===== config.mk =====
export PLATFORM = sky130hd
export DESIGN_NAME = store_forward_buffer
export DESIGN_NICKNAME = d
export VERILOG_FILES = /design/src/rtl/store_forward_buffer.sv
export SDC_FILE = /design/constraint.sdc
export NUM_CORES = 2
export LEC_CHECK = 0
export ABC_AREA = 1
export BUFFER_PORTS_ARGS = -buffer_cell sky130_fd_sc_hd__buf_2
export CAP_MARGIN = 0
export CORE_MARGIN = 3
export CORE_UTILIZATION = 40
export CTS_CLUSTER_DIAMETER = 30
export CTS_CLUSTER_SIZE = 20
export DETAILED_ROUTE_END_ITERATION = 16
export PLACE_DENSITY_LB_ADDON = 0.08
export SLEW_MARGIN = 10
export SYNTH_ARGS = -nofsm -noshare
export SYNTH_HDL_FRONTEND = slang
export SYNTH_SLANG_ARGS = --single-unit
export TNS_END_PERCENT = 30

===== constraint.sdc =====
create_clock -name cpu_clk_i -period 8.9 [get_ports cpu_clk_i]
set_clock_uncertainty 0.1 [all_clocks]
set_input_delay 1.335 -clock cpu_clk_i [delete_from_list [all_inputs] [get_ports cpu_clk_i]]
set_output_delay 1.335 -clock cpu_clk_i [all_outputs]
set_load 0.02 [all_outputs]

===== src/rtl/store_forward_buffer.sv =====
// Program-ordered store buffer: speculative/committed regions, in-order drain to
// the data cache, and byte-granular store-to-load forwarding across live entries.
module store_forward_buffer #(
    parameter int ENTRIES      = 8,
    parameter int COMMIT_PORTS = 2,
    parameter int ROB_W        = 5,
    parameter int ADDR_W       = 30
) (
    input  logic                    cpu_clk_i,
    input  logic                    cpu_rst_ni,
    input  logic                    flush_i,
    input  logic                    enq_valid_i,
    input  logic [ADDR_W-1:0]       enq_addr_i,
    input  logic [31:0]             enq_data_i,
    input  logic [3:0]              enq_bm_i,
    input  logic                    enq_io_i,
    input  logic [ROB_W-1:0]        enq_rob_i,
    output logic                    enq_full_o,
    output logic                    cmp_valid_o,
    output logic [ROB_W-1:0]        cmp_rob_o,
    input  logic [COMMIT_PORTS-1:0] commit_i,
    input  logic [ADDR_W-1:0]       fwd_addr_i,
    input  logic [3:0]              fwd_bm_i,
    output logic [31:0]             fwd_data_o,
    output logic [3:0]              fwd_bm_o,
    output logic                    fwd_hit_o,
    output logic                    fwd_resolvable_o,
    output logic                    drain_valid_o,
    output logic [ADDR_W-1:0]       drain_addr_o,
    output logic [31:0]             drain_data_o,
    output logic [3:0]              drain_bm_o,
    output logic                    drain_io_o,
    input  logic                    drain_done_i,
    output logic                    empty_o
);
    localparam int IW = $clog2(ENTRIES);
    localparam int PW = IW + 1;

    typedef struct packed {
        logic [ADDR_W-1:0] addr;
        logic [31:0]       data;
        logic [3:0]        bm;
        logic              io;
    } entry_t;

    entry_t            mem [ENTRIES];
    logic [PW-1:0]     head, cptr, tail, count, n_commit;
    logic              accept, pop;

    // Extra pointer MSB separates a full ring from an empty one.
    assign count       = tail - head;
    assign enq_full_o  = (count == PW'(ENTRIES));
    assign empty_o     = (head == tail);
    assign accept      = enq_valid_i & ~enq_full_o & ~flush_i;
    assign drain_valid_o = (head != cptr);
    assign pop         = drain_done_i & drain_valid_o;

    always_comb begin
        n_commit = '0;
        for (int k = 0; k < COMMIT_PORTS; k++)
            n_commit = n_commit + PW'(commit_i[k]);
    end

    always_ff @(posedge cpu_clk_i or negedge cpu_rst_ni) begin
        if (!cpu_rst_ni) begin
            head <= '0;
            cptr <= '0;
            tail <= '0;
        end else begin
            head <= head + PW'(pop);
            cptr <= cptr + n_commit;
            if (flush_i)     tail <= cptr + n_commit;
            else if (accept) tail <= tail + PW'(1);
        end
    end

    always_ff @(posedge cpu_clk_i or negedge cpu_rst_ni) begin
        if (!cpu_rst_ni) begin
            for (int i = 0; i < ENTRIES; i++) mem[i] <= '0;
        end else if (accept) begin
            mem[tail[IW-1:0]] <= '{addr: enq_addr_i, data: enq_data_i, bm: enq_bm_i, io: enq_io_i};
        end
    end

    always_ff @(posedge cpu_clk_i or negedge cpu_rst_ni) begin
        if (!cpu_rst_ni) begin
            cmp_valid_o <= 1'b0;
            cmp_rob_o   <= '0;
        end else begin
            cmp_valid_o <= accept;
            if (accept) cmp_rob_o <= enq_rob_i;
        end
    end

    entry_t head_e;
    assign head_e       = mem[head[IW-1:0]];
    assign drain_addr_o = drain_valid_o ? head_e.addr : '0;
    assign drain_data_o = drain_valid_o ? head_e.data : '0;
    assign drain_bm_o   = drain_valid_o ? head_e.bm   : '0;
    assign drain_io_o   = drain_valid_o & head_e.io;

    // Per-age view of the ring: age 0 is the oldest live entry.
    logic [ENTRIES-1:0][IW-1:0] slot;
    logic [ENTRIES-1:0]         live, match, ovl, io_vec;

    for (genvar k = 0; k < ENTRIES; k++) begin : g_age
        assign slot[k]   = head[IW-1:0] + IW'(k);
        assign live[k]   = PW'(k) < count;
        assign match[k]  = live[k] & (mem[slot[k]].addr == fwd_addr_i);
        assign ovl[k]    = match[k] & (|(mem[slot[k]].bm & fwd_bm_i));
        assign io_vec[k] = mem[slot[k]].io;
    end

    // Walk oldest to youngest so younger bytes overwrite older ones.
    always_comb begin
        fwd_data_o = '0;
        fwd_bm_o   = '0;
        for (int k = 0; k < ENTRIES; k++)
            for (int b = 0; b < 4; b++)
                if (match[k] && !mem[slot[k]].io && mem[slot[k]].bm[b]) begin
                    fwd_data_o[8*b +: 8] = mem[slot[k]].data[8*b +: 8];
                    fwd_bm_o[b]          = 1'b1;
                end
    end

    assign fwd_hit_o        = |ovl;
    assign fwd_resolvable_o = fwd_hit_o & ~(|(ovl & io_vec)) & ((fwd_bm_i & ~fwd_bm_o) == 4'b0);

endmodule


Yosys cells after proc, flatten, opt, wreduce, memory -nomap -nowiden
Index checks and enable logic that the tools add are counted.
{"block": "word_totals", "ff_bits": 554, "output_inout_bits": 114}
{"block": "classes", "add_sub_neg": 12, "order_cmp": 18, "eq_ne": 11, "n_mux": 96, "bitwise": 45, "reduce_logical": 61}
{"operator": "67-bit binary-select mux with 3-bit select", "n": 8}
{"operator": "67-bit 2-to-1 mux", "n": 17}
{"operator": "536-bit bitwise mux", "n": 1}
{"operator": "8-bit 2-to-1 mux", "n": 32}
{"operator": "30-bit == test", "n": 8}
{"operator": "67-bit demux with 3-bit select", "n": 1}
{"operator": "1-bit logical AND", "n": 41}
{"operator": "4-bit AND", "n": 9}
{"operator": "4-bit greater-or-equal comparator, second input constant", "n": 9}
{"operator": "3-bit NOT with 4-bit output", "n": 9}
{"operator": "1-bit 2-to-1 mux", "n": 32}
{"operator": "32-bit 2-to-1 mux", "n": 1}
{"operator": "4-bit OR reduction", "n": 8}
{"operator": "30-bit 2-to-1 mux", "n": 1}
{"operator": "1-bit AND", "n": 22}
{"operator": "3-bit by 4-bit < comparator with 1-bit output, first input constant", "n": 4}
{"operator": "8-bit OR reduction", "n": 2}
{"operator": "3-bit adder, second input constant", "n": 4}
{"operator": "4-bit 2-to-1 mux", "n": 3}
{"operator": "8-bit AND", "n": 1}
{"operator": "1-bit zero test", "n": 8}
{"operator": "1-bit by 4-bit < comparator with 1-bit output, first input constant", "n": 2}
{"operator": "2-bit by 4-bit < comparator with 1-bit output, first input constant", "n": 2}
{"operator": "3-bit by 2-bit adder with 3-bit output, second input constant", "n": 2}
{"operator": "other kinds (14)", "n": 16}

Logic depth before layout (Yosys ltp)
{"block": "depth", "depth_word": 20, "depth_mapped": 33, "mapped_depth_nobuf": 24}

Least setup slack after synthesis
OpenSTA, ideal clock, no wires.
{"block": "synth_path", "kind": "register to output", "startpoint": "reg head[2]", "endpoint": "out fwd_resolvable_o", "arrival_time_ns": 4.165, "required_time_ns": 7.465, "path_slack_ns": 3.300, "stages_incl_launch_ff": 27, "path_buffers": 7, "cell_sequence": "dfrtp_1 -> buf_6 -> inv_2 -> buf_2 -> buf_1 -> clkbuf_1 -> buf_1 -> clkbuf_1 -> ha_1 -> a21oi_1 -> nand2_1 -> nand2_1 -> nand2_1 -> nand2_1 -> o21ai_0 -> nor2_1 -> nand2_1 -> nor2_1 -> nand2_2 -> nor2_8 -> nand3_4 -> buf_2 -> nand2_1 -> nor2_1 -> nand3_1 -> nand3_1 -> nor2_1"}
{"block": "synth_between", "elab_chain_len": 20, "elab_cells_between_ends": 177, "classes_between": "add/sub (8); order compare (8); eq/ne (8); mux (56); bitwise (38); reduce/logical (59)"}
{"element": "from (decl)", "line": "47", "source": "logic [PW-1:0] head, cptr, tail, count, n_commit;"}
{"element": "from (signal assigned)", "line": "70", "source": "head <= head + PW'(pop);"}
{"element": "3-bit by 1-bit adder with 3-bit output or 3-bit NOT with 4-bit output (tied branches)"}
{"element": "3-bit NOT with 4-bit output (not written as such) or 67-bit binary-select mux with 3-bit select (tied branches)"}
{"element": "67-bit binary-select mux with 3-bit select or 67-bit 2-to-1 mux (tied branches)"}
{"element": "67-bit 2-to-1 mux"}
{"element": "67-bit 2-to-1 mux or 30-bit == test (tied branches)"}
{"element": "30-bit == test or 1-bit AND (tied branches)", "line": "109", "source": "assign match[k] = live[k] & (mem[slot[k]].addr == fwd_addr_i);"}
{"element": "1-bit AND or 1-bit logical AND (tied branches)", "line": "109, 120"}
{"element": "1-bit logical AND", "line": "120", "source": "if (match[k] && !mem[slot[k]].io && mem[slot[k]].bm[b]) begin"}
{"element": "1-bit logical AND or 1-bit 2-to-1 mux (tied branches)", "line": "120"}
{"element": "1-bit 2-to-1 mux (7 in series)", "line": "120"}
{"element": "4-bit NOT", "line": "127", "source": "assign fwd_resolvable_o = fwd_hit_o & ~(|(ovl & io_vec)) & ((fwd_bm_i & ~fwd_bm_o) == 4'b0);"}
{"element": "4-bit AND", "line": "127"}
{"element": "4-bit zero test", "line": "127"}
{"element": "1-bit AND (*)", "line": "127"}
{"element": "to (decl)", "line": "27", "source": "output logic fwd_resolvable_o,"}
Mark *: on every way between the ends. The rest lies on a longest branch, timed or not. The select of a mux whose other input is x is not followed.

Worst setup path after layout
{"block": "layout_path", "startpoint": "reg head[1]", "endpoint": "out fwd_resolvable_o"}
Same word-level chain as after synthesis.

==> reports/results.tsv <==
metric	value	unit
Pre-antenna DRT Iters	8	
Post-CTS Hold Fix Bufs	0	
Max Freq	120.7	MHz
largest net degree at the start of global routing	262	
post-synth cell types	52	
FFs w/ async S/R, synth	100.0	%
fillcell total	12460	
top-count cell post-synth	nand2_1	
GRT Max-Usage Layer	met2	
setup TNS	0	ps
clock root cell	clkbuf_16	
global-route wire length before repair	299100	um
Final min period	8287	ps
setup bufs post-CTS	0	
Syn-to-layout area delta	14.84	%
register bit total from synthesis	554	
number of max-cap violations	0	
DIE HEIGHT	352.2	um
H-tree depth	4	
post-CTS sizing	0	
simple-gate share of the synthesized area	37.32	%
DRT antenna net count	0	
RePlAce Congestion	1.026	
worst path required time	7470	ps
GRT Residual Overflow	0	
Post-synth EDFFs	0	
Worst-Skew Late Latency	770	ps
initial antenna violation count	22	
layout cells sized above 1	12.51	%
via count	50960	
Clock transition at path regs	50	ps
Synth warnings	0	
Avg Inst Size Synth	6.349	um2
Slew @ Worst Pin	1206	ps
register area	0.01387	mm2
die area	0.1240	mm2
Total GRT Usage	31.11	%
Rows	126	
area share of the largest cell type after synthesis	28.92	%
Post-DP HPWL	137000	um
commonest cells in the netlist	nand2_1, nand3_1, o21ai_0, inv_1, dfrtp_1	
port bufs	226	
NumNets Final	7614	
Top FF cell, synth	dfrtp_1	
Crit Path Class	reg -> out	
DRC	0	
CP Max Fanout	112	
WL final	198000	um
period utilisation layout	93.11	%
WL/cell	21.45	um
clk sinks	554	
CP Data Arrival Time	6850	ps
TritonCTS Buffers	160	
Multi-input gate area	0.02892	mm2
critical path launch point type	flip-flop	
initial core utilization	40.44	%
Fin. Hold Viols	0	
core area	0.1186	mm2
Netlist Area Pre-Place	0.04794	mm2
adder-cell share of the synthesized area	0.3445	%
Slew Limit Headroom	19.62	%
dominant cells by area after synthesis	dfrtp_1, nand2_1, nand3_1	
met2 Use GR	51.34	%
Post-Synthesis Cells	7550	
Die X	352.2	um
CTS tree	yes	
Compound-Gate Fraction of Synth Area	12.64	%
syn nets	7675	
largest family of logic cells by synthesized area	simple AND/OR/NAND/NOR gates	
Max Transition Viols Final	0	
Yosys top cell by area	dfrtp_1	
CP endpoint kind	output port	
num ports	227	
1st-iter DRT viols	5104	
number of global-route vias before repair	47620	
outcome	complete, no violations	
Post-Synth XOR/XNOR Area	1.483	%
setup repair after global routing missed its margin	no	
drt via density	5.521	
mux share of post-synthesis cell area	8.282	%
met1 GRT Util	39.28	%
sequential area share after synthesis	28.92	%
M3 GR Usage	5.084	%
# setup viols final	0	
Min-Delay Path Class	reg -> reg	
CTS max path bufs	3	
[logic make-up (layout without fill, tap and decap cells)]
| kind of cell | after synthesis | in the layout |
|---|---|---|
| other | 0 | 9 |
| flip-flops | 554 | 554 |
| adder cells (fa/ha/maj) | 12 | 12 |
| AO/OA/AOI/OAI | 1143 | 1143 |
| AND/OR/NAND/NOR | 4150 | 4150 |
| buffers and inverters | 1253 | 1323 |
| XOR/XNOR | 76 | 76 |
| multiplexers | 362 | 362 |
[layout make-up]
cell class | count | share of cell area (%)
sequential | 554 | 25.20
clock inverter | 73 | 1.659
inverter | 738 | 5.091
antenna | 9 | 0.04091
clock buffer | 220 | 8.477
timing repair buffer | 292 | 3.359
tap | 1600 | 3.636
multi-input combinational | 5743 | 52.53
[critical path: stages, from the launching register on]
cell and delay, ps:
dfrtp_4 700, inv_8 550, ha_4 440, inv_8 560, buf_4 460, nand3_1 160
nand3_1 120, nand2_1 70, xor2_1 170, nor2_1 230, nand2_1 90, nor2_1 80
nand2_1 90, nor2_4 420, buf_12 300, nand3_2 250, nand2_1 130, nor2_1 70
nand3_1 170, nand3_1 200, nor2_1 290, buf_2 240
[layout by cell type (no fill, tap or decap), types with 23 or more instances in the layout]
cell and instances:
o21ai_0 892, clkbuf_16 166, clkbuf_8 31, buf_2 225, o211ai_1 72, nand4_1 120
xor2_1 70, mux2i_1 85, inv_1 687, inv_2 24, a21oi_1 55, clkbuf_1 23
nor2_1 237, buf_4 49, nand3_1 1174, o21ai_1 66, mux2_2 277, dfrtp_1 551
o31ai_1 32, nand2_1 2533, clkinv_2 33
[per-layer routing]
metal	part of all wire [%]	wire (um)
met4	5.3	10510
met2	46	91260
met1	42	83860
met3	6.2	12330
met5	0.017	34
[sequential cells by signal, summed over array words and instances (netlist names)]
name         cells
cmp_rob_o        5
mem            536
tail             4
head             4
cptr             4
cmp_valid_o      1
[final timing paths]
path,startpoint,endpoint,slack (ps),cells after the start
min in group asynchronous,cpu_rst_ni,mem[274]$_DFFE_PN0P_,500,1
setup reg to reg,head[1]$_DFF_PN0_,mem[376]$_DFFE_PN0P_,3670,13
hold reg to reg,cmp_rob_o[1]$_DFFE_PN0P_,cmp_rob_o[1]$_DFFE_PN0P_,370,2
max in group asynchronous,cpu_rst_ni,mem[115]$_DFFE_PN0P_,6790,2
hold / removal,cmp_rob_o[1]$_DFFE_PN0P_,cmp_rob_o[1]$_DFFE_PN0P_,370,2
setup / recovery,head[1]$_DFF_PN0_,fwd_resolvable_o,610,21
[through the flow]
step,std cells,hold WS (ps),setup WS [ps],area [um2],utilization (%)
6_report,9229,366.9,613.1,55050,46.44
5_1_grt,9223,398.4,391.3,55040,46.42
4_1_cts,9220,373.0,828.1,55030,46.42
3_5_place_dp,8927,361.4,1642,49450,41.71
3_3_place_gp,8927,351.7,1699,49450,41.71
2_1_floorplan,7550,384.3,3300,47940,-
Power is left out: the tool's default activity adds up to more than one toggle a clock period on the data nets, which glitch-free logic cannot reach.
